## config.mk

```make
export PLATFORM = sky130hd
export DESIGN_NAME = ifu_fetch
export DESIGN_NICKNAME = d
export VERILOG_FILES = /design/src/rtl/ifu_fetch.sv
export SDC_FILE = /design/constraint.sdc
export NUM_CORES = 1
export LEC_CHECK = 0
export ABC_CLOCK_PERIOD_IN_PS = 4400
export CORE_MARGIN = 2
export CORE_UTILIZATION = 46
export DETAILED_ROUTE_END_ITERATION = 12
export PLACE_DENSITY = 0.73
export SLEW_MARGIN = 10
export SYNTH_ARGS = -nofsm -noshare
export SYNTH_HDL_FRONTEND = slang
export SYNTH_SLANG_ARGS = --single-unit
```

## constraint.sdc

```tcl
create_clock -name clk -period 4.4 [get_ports clk]
set_clock_uncertainty 0.1 [all_clocks]
set_input_delay 0.88 -clock clk [delete_from_list [all_inputs] [get_ports clk]]
set_output_delay 0.88 -clock clk [all_outputs]
set_load 0.005 [all_outputs]
```

## src/rtl/ifu_fetch.sv

```systemverilog
// Instruction-fetch front end: owns the fetch PC, issues in-order requests on an
// SRAM-like instruction port, squashes responses from redirected paths and
// buffers returned instructions for decode over a valid/allowin handshake.
module ifu_fetch #(
    parameter logic [31:0] RESET_PC  = 32'h8000_0000,
    parameter int          BUF_DEPTH = 2
) (
    input  logic        clk,
    input  logic        resetn,
    input  logic        br_e,
    input  logic [31:0] br_addr,
    output logic        inst_req,
    output logic [31:0] inst_addr,
    input  logic        inst_addr_ok,
    input  logic        inst_data_ok,
    input  logic [31:0] inst_rdata,
    output logic        if_valid,
    output logic [31:0] if_pc,
    output logic [31:0] if_inst,
    input  logic        id_allowin
);

    localparam int PW = $clog2(BUF_DEPTH);
    localparam int CW = PW + 1;

    logic          resetn_q;
    logic [31:0]   fetch_pc_q, fetch_pc_d;

    // In-flight request PCs, oldest at infl_rd_q
    logic [31:0]   infl_pc_q [BUF_DEPTH];
    logic [PW-1:0] infl_wr_q, infl_rd_q;
    logic [CW-1:0] inflight_q, inflight_d;
    logic [CW-1:0] cancel_q, cancel_d;

    // Instruction buffer, head at buf_rd_q
    logic [31:0]   buf_pc_q   [BUF_DEPTH];
    logic [31:0]   buf_inst_q [BUF_DEPTH];
    logic [PW-1:0] buf_wr_q, buf_rd_q;
    logic [CW-1:0] buf_cnt_q, buf_cnt_d;

    logic [CW:0]   occupancy;
    logic          credit_ok;
    logic          accept;
    logic          resp_cancel;
    logic          resp_live;
    logic          buf_push;
    logic          buf_pop;
    logic          buf_nonempty;

    // Outstanding requests plus buffered words never exceed the buffer size, so
    // every kept response is guaranteed a free slot.
    assign occupancy    = {1'b0, inflight_q} + {1'b0, buf_cnt_q};
    assign credit_ok    = occupancy < (CW+1)'(BUF_DEPTH);

    assign inst_req     = resetn_q & ~br_e & credit_ok;
    assign inst_addr    = {fetch_pc_q[31:2], 2'b00};
    assign accept       = inst_req & inst_addr_ok;

    assign resp_cancel  = inst_data_ok & (cancel_q != '0);
    assign resp_live    = inst_data_ok & (cancel_q == '0);
    assign buf_push     = resp_live & ~br_e;

    assign buf_nonempty = (buf_cnt_q != '0);
    assign if_valid     = buf_nonempty & ~br_e;
    assign buf_pop      = if_valid & id_allowin;
    assign if_pc        = buf_nonempty ? buf_pc_q[buf_rd_q]   : 32'h0;
    assign if_inst      = buf_nonempty ? buf_inst_q[buf_rd_q] : 32'h0;

    // Next-state arithmetic for PC and the three occupancy counters
    always_comb begin
        fetch_pc_d = fetch_pc_q;
        if (br_e) begin
            fetch_pc_d = {br_addr[31:2], 2'b00};
        end else if (accept) begin
            fetch_pc_d = fetch_pc_q + 32'd4;
        end

        // No request is accepted while br_e is high, so accept is 0 then.
        inflight_d = inflight_q + CW'(accept) - CW'(inst_data_ok);

        // On redirect every request still outstanding after this cycle belongs
        // to the old path: (cancel - cancelled resp) + (live - live resp)
        // collapses to inflight minus any response retired this cycle.
        if (br_e) begin
            cancel_d = inflight_q - CW'(inst_data_ok);
        end else begin
            cancel_d = cancel_q - CW'(resp_cancel);
        end

        if (br_e) begin
            buf_cnt_d = '0;
        end else begin
            buf_cnt_d = buf_cnt_q + CW'(buf_push) - CW'(buf_pop);
        end
    end

    // Control state: PC, pointers and counters, cleared by synchronous reset
    always_ff @(posedge clk) begin
        if (!resetn) begin
            resetn_q   <= 1'b0;
            fetch_pc_q <= RESET_PC;
            infl_wr_q  <= '0;
            infl_rd_q  <= '0;
            inflight_q <= '0;
            cancel_q   <= '0;
            buf_wr_q   <= '0;
            buf_rd_q   <= '0;
            buf_cnt_q  <= '0;
        end else begin
            resetn_q   <= 1'b1;
            fetch_pc_q <= fetch_pc_d;
            infl_wr_q  <= infl_wr_q + PW'(accept);
            infl_rd_q  <= infl_rd_q + PW'(inst_data_ok);
            inflight_q <= inflight_d;
            cancel_q   <= cancel_d;
            buf_cnt_q  <= buf_cnt_d;
            if (br_e) begin
                buf_wr_q <= '0;
                buf_rd_q <= '0;
            end else begin
                buf_wr_q <= buf_wr_q + PW'(buf_push);
                buf_rd_q <= buf_rd_q + PW'(buf_pop);
            end
        end
    end

    // Storage arrays: contents are only meaningful under the counters above
    always_ff @(posedge clk) begin
        if (accept) begin
            infl_pc_q[infl_wr_q] <= inst_addr;
        end
        if (buf_push) begin
            buf_pc_q[buf_wr_q]   <= infl_pc_q[infl_rd_q];
            buf_inst_q[buf_wr_q] <= inst_rdata;
        end
    end

endmodule

```

==> results.txt, run 1 <==
Power, Total -> 4.78 mW
Post-CTS Resized -> 0
Post-Synthesis Cell Area -> 9150 um^2
Root Driver -> clkbuf_16
TritonRoute pass-1 iters -> 5
layout cells sized above 1 -> 10.3%
fin cells -> 1091
Post-synth EDFFs -> 184
core area -> 19500 um^2
routability congestion estimate -> 0.795
post-DP HPWL -> 12.6 mm
Max clock buf depth -> 3
max cap viols -> 0
GRT Total Usage -> 18.3%
# DRC -> 0
die area -> 21000 um^2
Critical Path AT -> 2.57 ns
first-pass GRT wire length -> 31.0 mm
clock latency on the worst-skew pair -> 0.51 ns
Final nets -> 891
crit end category -> output pin
CTS Buf Count -> 23
num ports -> 168
max incr delay on CP -> 0.89 ns
crit path max-delay cell type -> dfxtp_4
RSZ-0062 raised after global routing -> no
hold_buf cts -> 0
Synth Flop Type -> edfxtp_1
status -> finished clean
crit-path max FO -> 48
Final setup viols -> 0
via count -> 5697
PortBufs -> 161
final setup TNS -> 0 ns
antenna viol nets, final -> 0
clk slew on worst S/H paths -> 0.06 ns
Hold Startpoint -> infl_rd_q
clock sinks -> 226
peak supply drop -> 237 uV
area taken by multi-input logic gates -> 2630 um^2
Max Fclk -> 282 MHz
Leakage -> 3.87 nW
WL final -> 19.2 mm
post-CTS setup buffer count -> 0
Synth Register Bits -> 226
H-Tree Depth -> 1
# diodes -> 0
beginning of the critical path -> buf_rd_q
vias in the first global route -> 5865
cell row count -> 51
via/cell ratio -> 5.22
CP cell instances -> buf_4 -> mux2i_1 -> nor2_1 -> clkdlybuf4s50_1
Post-Syn Area per Cell -> 14.2 um^2
CTS tree -> done
actual slew at the worst max-slew pin -> 0.976 ns
Seq. cell area -> 6370 um^2
Seq/Total Area, Yosys -> 69.6%
placed cell count -> 1049
Initial Util -> 47.0%
crit start category -> register
relative slew slack -> 34.9%
CP required -> 3.42 ns
R2R cell count -> 7
die extent in y -> 145 um
Filler cells -> 1497
grt total ovfl -> 0
reg2reg start -> buf_cnt_q[0]
Final Hold Fails -> 0
Yosys cell types -> 57
CP Class -> register to output pin
hold path depth -> 2
largest net degree at the start of global routing -> 63
drt initial violations -> 264
pwr/cell area -> 404 nW/um^2
fin crit period -> 3.55 ns
async set or reset register ratio after synthesis -> 0%
Synth warnings -> 0
die span in x -> 145 um
initial antenna violation count -> 0
worst hold-check path type -> register to register
fin crit share -> 80.7%
Mapped Cells -> 646
Max Slew Vio Count -> 0
Synth-to-Final Area Change -> 29.2%
Avg WL per Cell -> 17.6 um
[cell usage after synthesis (all sizes together), types with 3 or more instances]
cell type,n,share of area [%]
mux2i,63,6.9
nand4,9,0.68
mux2,32,3.9
o21a,3,0.25
inv,13,0.53
xor2,15,1.4
xnor2,6,0.57
o211ai,4,0.33
nand2,28,1.1
ha,11,1.5
nor3,7,0.44
and2,4,0.27
a211oi,4,0.33
o21ai,13,0.71
nor2,89,3.7
and3,6,0.41
and4,3,0.30
nor4,3,0.21
nand3,20,1.1
clkbuf,22,0.90
edfxtp,184,60
dfxtp,42,9.2
buf,12,0.70
a21oi,22,1.2
[worst paths after layout]
kind / slack (ns) / end
max: 0.85 / if_inst[14]
min: 0.42 / register
max reg2reg: 1.12 / infl_pc_q[1][9]
min reg2reg: 0.42 / register
[cell families (layout without fill, tap and decap cells)]
group                      count (synthesis)  in the layout  share of synthesized area (%)
and+or+nand+nor                          180            180                           9.24
muxes                                     95             95                           10.8
buffers and inverters                     47            224                           2.13
AOI/OAI and AO/OA                         64             64                           4.44
DFF                                      226            226                           69.6
xor gates and xnor gates                  21             21                           2.01
other                                      1              4                         0.0410
adders and majority gates                 12             12                           1.72
[final cells by class]
cell class	instances	share of cell area [%]
Tap cell	265	2.80
Sequential cell	226	53.9
Multi-Input combinational cell	376	22.3
Inverter	13	0.413
Clock inverter	11	0.942
Clock buffer	31	5.46
Timing Repair Buffer	169	14.2
[metrics by stage]
stage	hold slack, ns	utilization, %	setup WS [ns]	area (um^2)
after floorplan	0.371	-	0.596	9160
after global placement	0.394	56.9	0.942	11100
after detailed placement	0.397	56.9	0.838	11100
after CTS	0.423	60.8	0.786	11800
after global routing	0.457	60.8	0.700	11800
final	0.425	60.8	0.848	11800
[routing by layer]
metal | part of all wire, % | global-route usage (%) | vias to the layer above
li1 | - | - | 2725
met3 | 5.8 | 2.99 | 33
met2 | 50 | 31.7 | 182
met1 | 42 | 23.6 | 2757
met5 | 0 | 0 | -
met4 | 2.4 | 5.89 | 0
[flip-flops by register name, indices dropped and copies added, names as in the netlist, named ones only]
signal,count
buf_pc_q,60
buf_cnt_q,2
infl_rd_q,1
infl_wr_q,1
fetch_pc_q,30
resetn_q,1
buf_rd_q,1
infl_pc_q,60
inflight_q,2
cancel_q,2
buf_wr_q,1
buf_inst_q,64
[placed cells by master (no fill, tap or decap), types with 3 or more instances in the layout]
cell type,instances
mux2_2,30
clkinv_2,6
xor2_1,15
and3_1,6
nor4_1,3
nor2_1,88
mux2i_1,63
clkdlybuf4s50_1,161
nand2_1,28
nor3_1,6
dfxtp_1,41
xnor2_1,6
o21a_1,3
ha_1,9
nand3_1,20
a211oi_1,4
edfxtp_1,184
conb_1,4
clkbuf_1,4
buf_4,7
o211ai_1,4
nand4_1,8
clkbuf_8,4
o21ai_0,12
a21oi_1,22
inv_1,12
and2_1,4
clkbuf_16,23
[worst max-delay path, delay by kind of cell, from the launching register on]
family,cells,cell delay (ns)
mux,1,0.24
flops,1,0.89
buf+inv,2,0.81
simple gates,1,0.06
[power by group]
| part | internal (mW) | switching [mW] |
|---|---|---|
| Sequential | 2.41 | 0.0627 |
| Combinational | 0.206 | 0.177 |
| Clock | 1.15 | 0.776 |
| Total | 3.76 | 1.02 |
No activity file was read; power rests on OpenSTA's default activity.
==> inputs of run 2 (changes only) <==
Settings changed: ABC_CLOCK_PERIOD_IN_PS 4400 to 3220, PLACE_DENSITY 0.73 to 0.75.
Clock period 4.4 ns to 3.22 ns, I/O delays scaled along.
==> run 2 against run 1 <==
- clock power up 45%
- register-to-register slack worse by 0.78 ns
- sequential share of layout area down 1.0 points
- largest cell class unchanged
==> results.txt, run 2 (synthesis gave the netlist of run 1 again) <==
die area -> 21000 um^2
CP Class -> register to output pin
top flop regs -> buf_inst_q (64), buf_pc_q (60), infl_pc_q (60)
Final nets -> 901
peak supply drop -> 372 uV
worst hold-check path type -> register to register
max cap viols -> 0
actual slew at the worst max-slew pin -> 0.808 ns
Critical Path AT -> 2.38 ns
Max Fclk -> 320 MHz
most common cell after layout, fill and taps aside -> edfxtp_1
Avg WL per Cell -> 18.1 um
Power, Total -> 6.72 mW
clock sinks -> 226
via count -> 5816
PortBufs -> 161
crit start category -> register
die extent in y -> 145 um
post-DP HPWL -> 13.0 mm
hold_buf cts -> 0
Final Hold Fails -> 0
num ports -> 168
pwr/cell area -> 558 nW/um^2
routability congestion estimate -> 0.809
CP required -> 2.48 ns
GRT Total Usage -> 18.8%
WL final -> 19.9 mm
Max Slew Vio Count -> 0
RSZ-0062 raised after global routing -> no
H-Tree Depth -> 1
status -> finished clean
vias in the first global route -> 5899
fin cells -> 1100
die span in x -> 145 um
max reg flops -> 64
layout cells sized above 1 -> 11.7%
Initial Util -> 47.0%
fin crit share -> 97.2%
largest net degree at the start of global routing -> 63
initial antenna violation count -> 0
Root Driver -> clkbuf_16
TritonRoute pass-1 iters -> 4
Leakage -> 3.98 nW
drt initial violations -> 314
Biggest register -> buf_inst_q
clk slew on worst S/H paths -> 0.06 ns
most frequent cells in the layout -> 184 x edfxtp_1, 161 x clkdlybuf4s50_1, 88 x nor2_1
Max clock buf depth -> 3
crit end category -> output pin
Filler cells -> 1463
fin crit period -> 3.13 ns
core area -> 19500 um^2
CTS tree -> done
beginning of the critical path -> buf_cnt_q[0]
antenna viol nets, final -> 0
Hold Startpoint -> infl_rd_q
crit-path max FO -> 4
clock latency on the worst-skew pair -> 0.50 ns
# diodes -> 0
Synth-to-Final Area Change -> 31.8%
placed cell count -> 1056
# DRC -> 0
final setup TNS -> 0 ns
CTS Buf Count -> 23
via/cell ratio -> 5.29
reg2reg start -> buf_cnt_q[0]
grt total ovfl -> 0
first-pass GRT wire length -> 31.6 mm
relative slew slack -> 46.0%
cell row count -> 51
Final setup viols -> 0
[run 2: cell count changes in the layout (fill, tap and decap cells not counted), sizes merged]
cell | before | now
buf | 8 | 18
clkbuf | 31 | 25
bufinv | 2 | 5
clkinv | 8 | 11
inv | 14 | 13
[run 2: final cells by class]
type | count | area (um^2) | share of cell area (%)
sequential | 226 | 6370 | 52.8
timing repair buffer | 179 | 1860 | 15.4
clock buffer | 25 | 603 | 5.00
inverter | 13 | 48.8 | 0.405
multi-input combinational | 376 | 2640 | 21.9
tap | 265 | 332 | 2.75
clock inverter | 16 | 201 | 1.67
[run 2: repair_timing]
action                                  in CTS  in global routing
gates resized for setup                      2                  1
setup buffers                                0                  3
pin swaps                                    0                  1
gates cloned                                 0                  0
endpoints found under the setup margin       1                  1
[run 2: critical path: stages, from the launching register on]
cell             delay (ns)
dfxtp_2                0.37
and2_1                 0.16
fa_2                   0.48
nor4b_4                0.32
clkdlybuf4s50_1        0.55
[run 2: layer usage]
| layer | GRT usage [%] | vias up | share of wire, % |
|---|---|---|---|
| li1 | - | 2744 | - |
| met1 | 23.8 | 2819 | 41 |
| met2 | 32.6 | 207 | 51 |
| met3 | 3.24 | 46 | 5.6 |
| met4 | 6.49 | 0 | 2.7 |
| met5 | 0 | - | 0 |
[run 2: worst paths after layout]
check / endpoint / slack, ns / cells after the start
min reg2reg: infl_rd_q / 0.42 / 2
max: inst_req / 0.09 / 4
max reg2reg: fetch_pc_q[20] / 0.34 / 10
min: infl_rd_q / 0.42 / 2
[run 2: stage by stage]
step | area, um^2 | hold slack [ns] | setup slack [ns] | utilization [%]
finish | 12100 | 0.423 | 0.0912 | 62.0
global route | 12100 | 0.462 | 0.0103 | 62.0
CTS | 12000 | 0.416 | 0.0169 | 61.8
detailed placement | 11200 | 0.396 | 0.351 | 57.6
global placement | 11200 | 0.388 | 0.417 | 57.6
floorplan | 9160 | 0.371 | -0.348 | -
[run 2: power by group]
group          internal (mW)  leakage [nW]  switching, mW  total [mW]
Clock                   1.75         0.404           1.05        2.79
Combinational          0.303          1.54          0.260       0.563
Sequential              3.29          2.03         0.0808        3.37
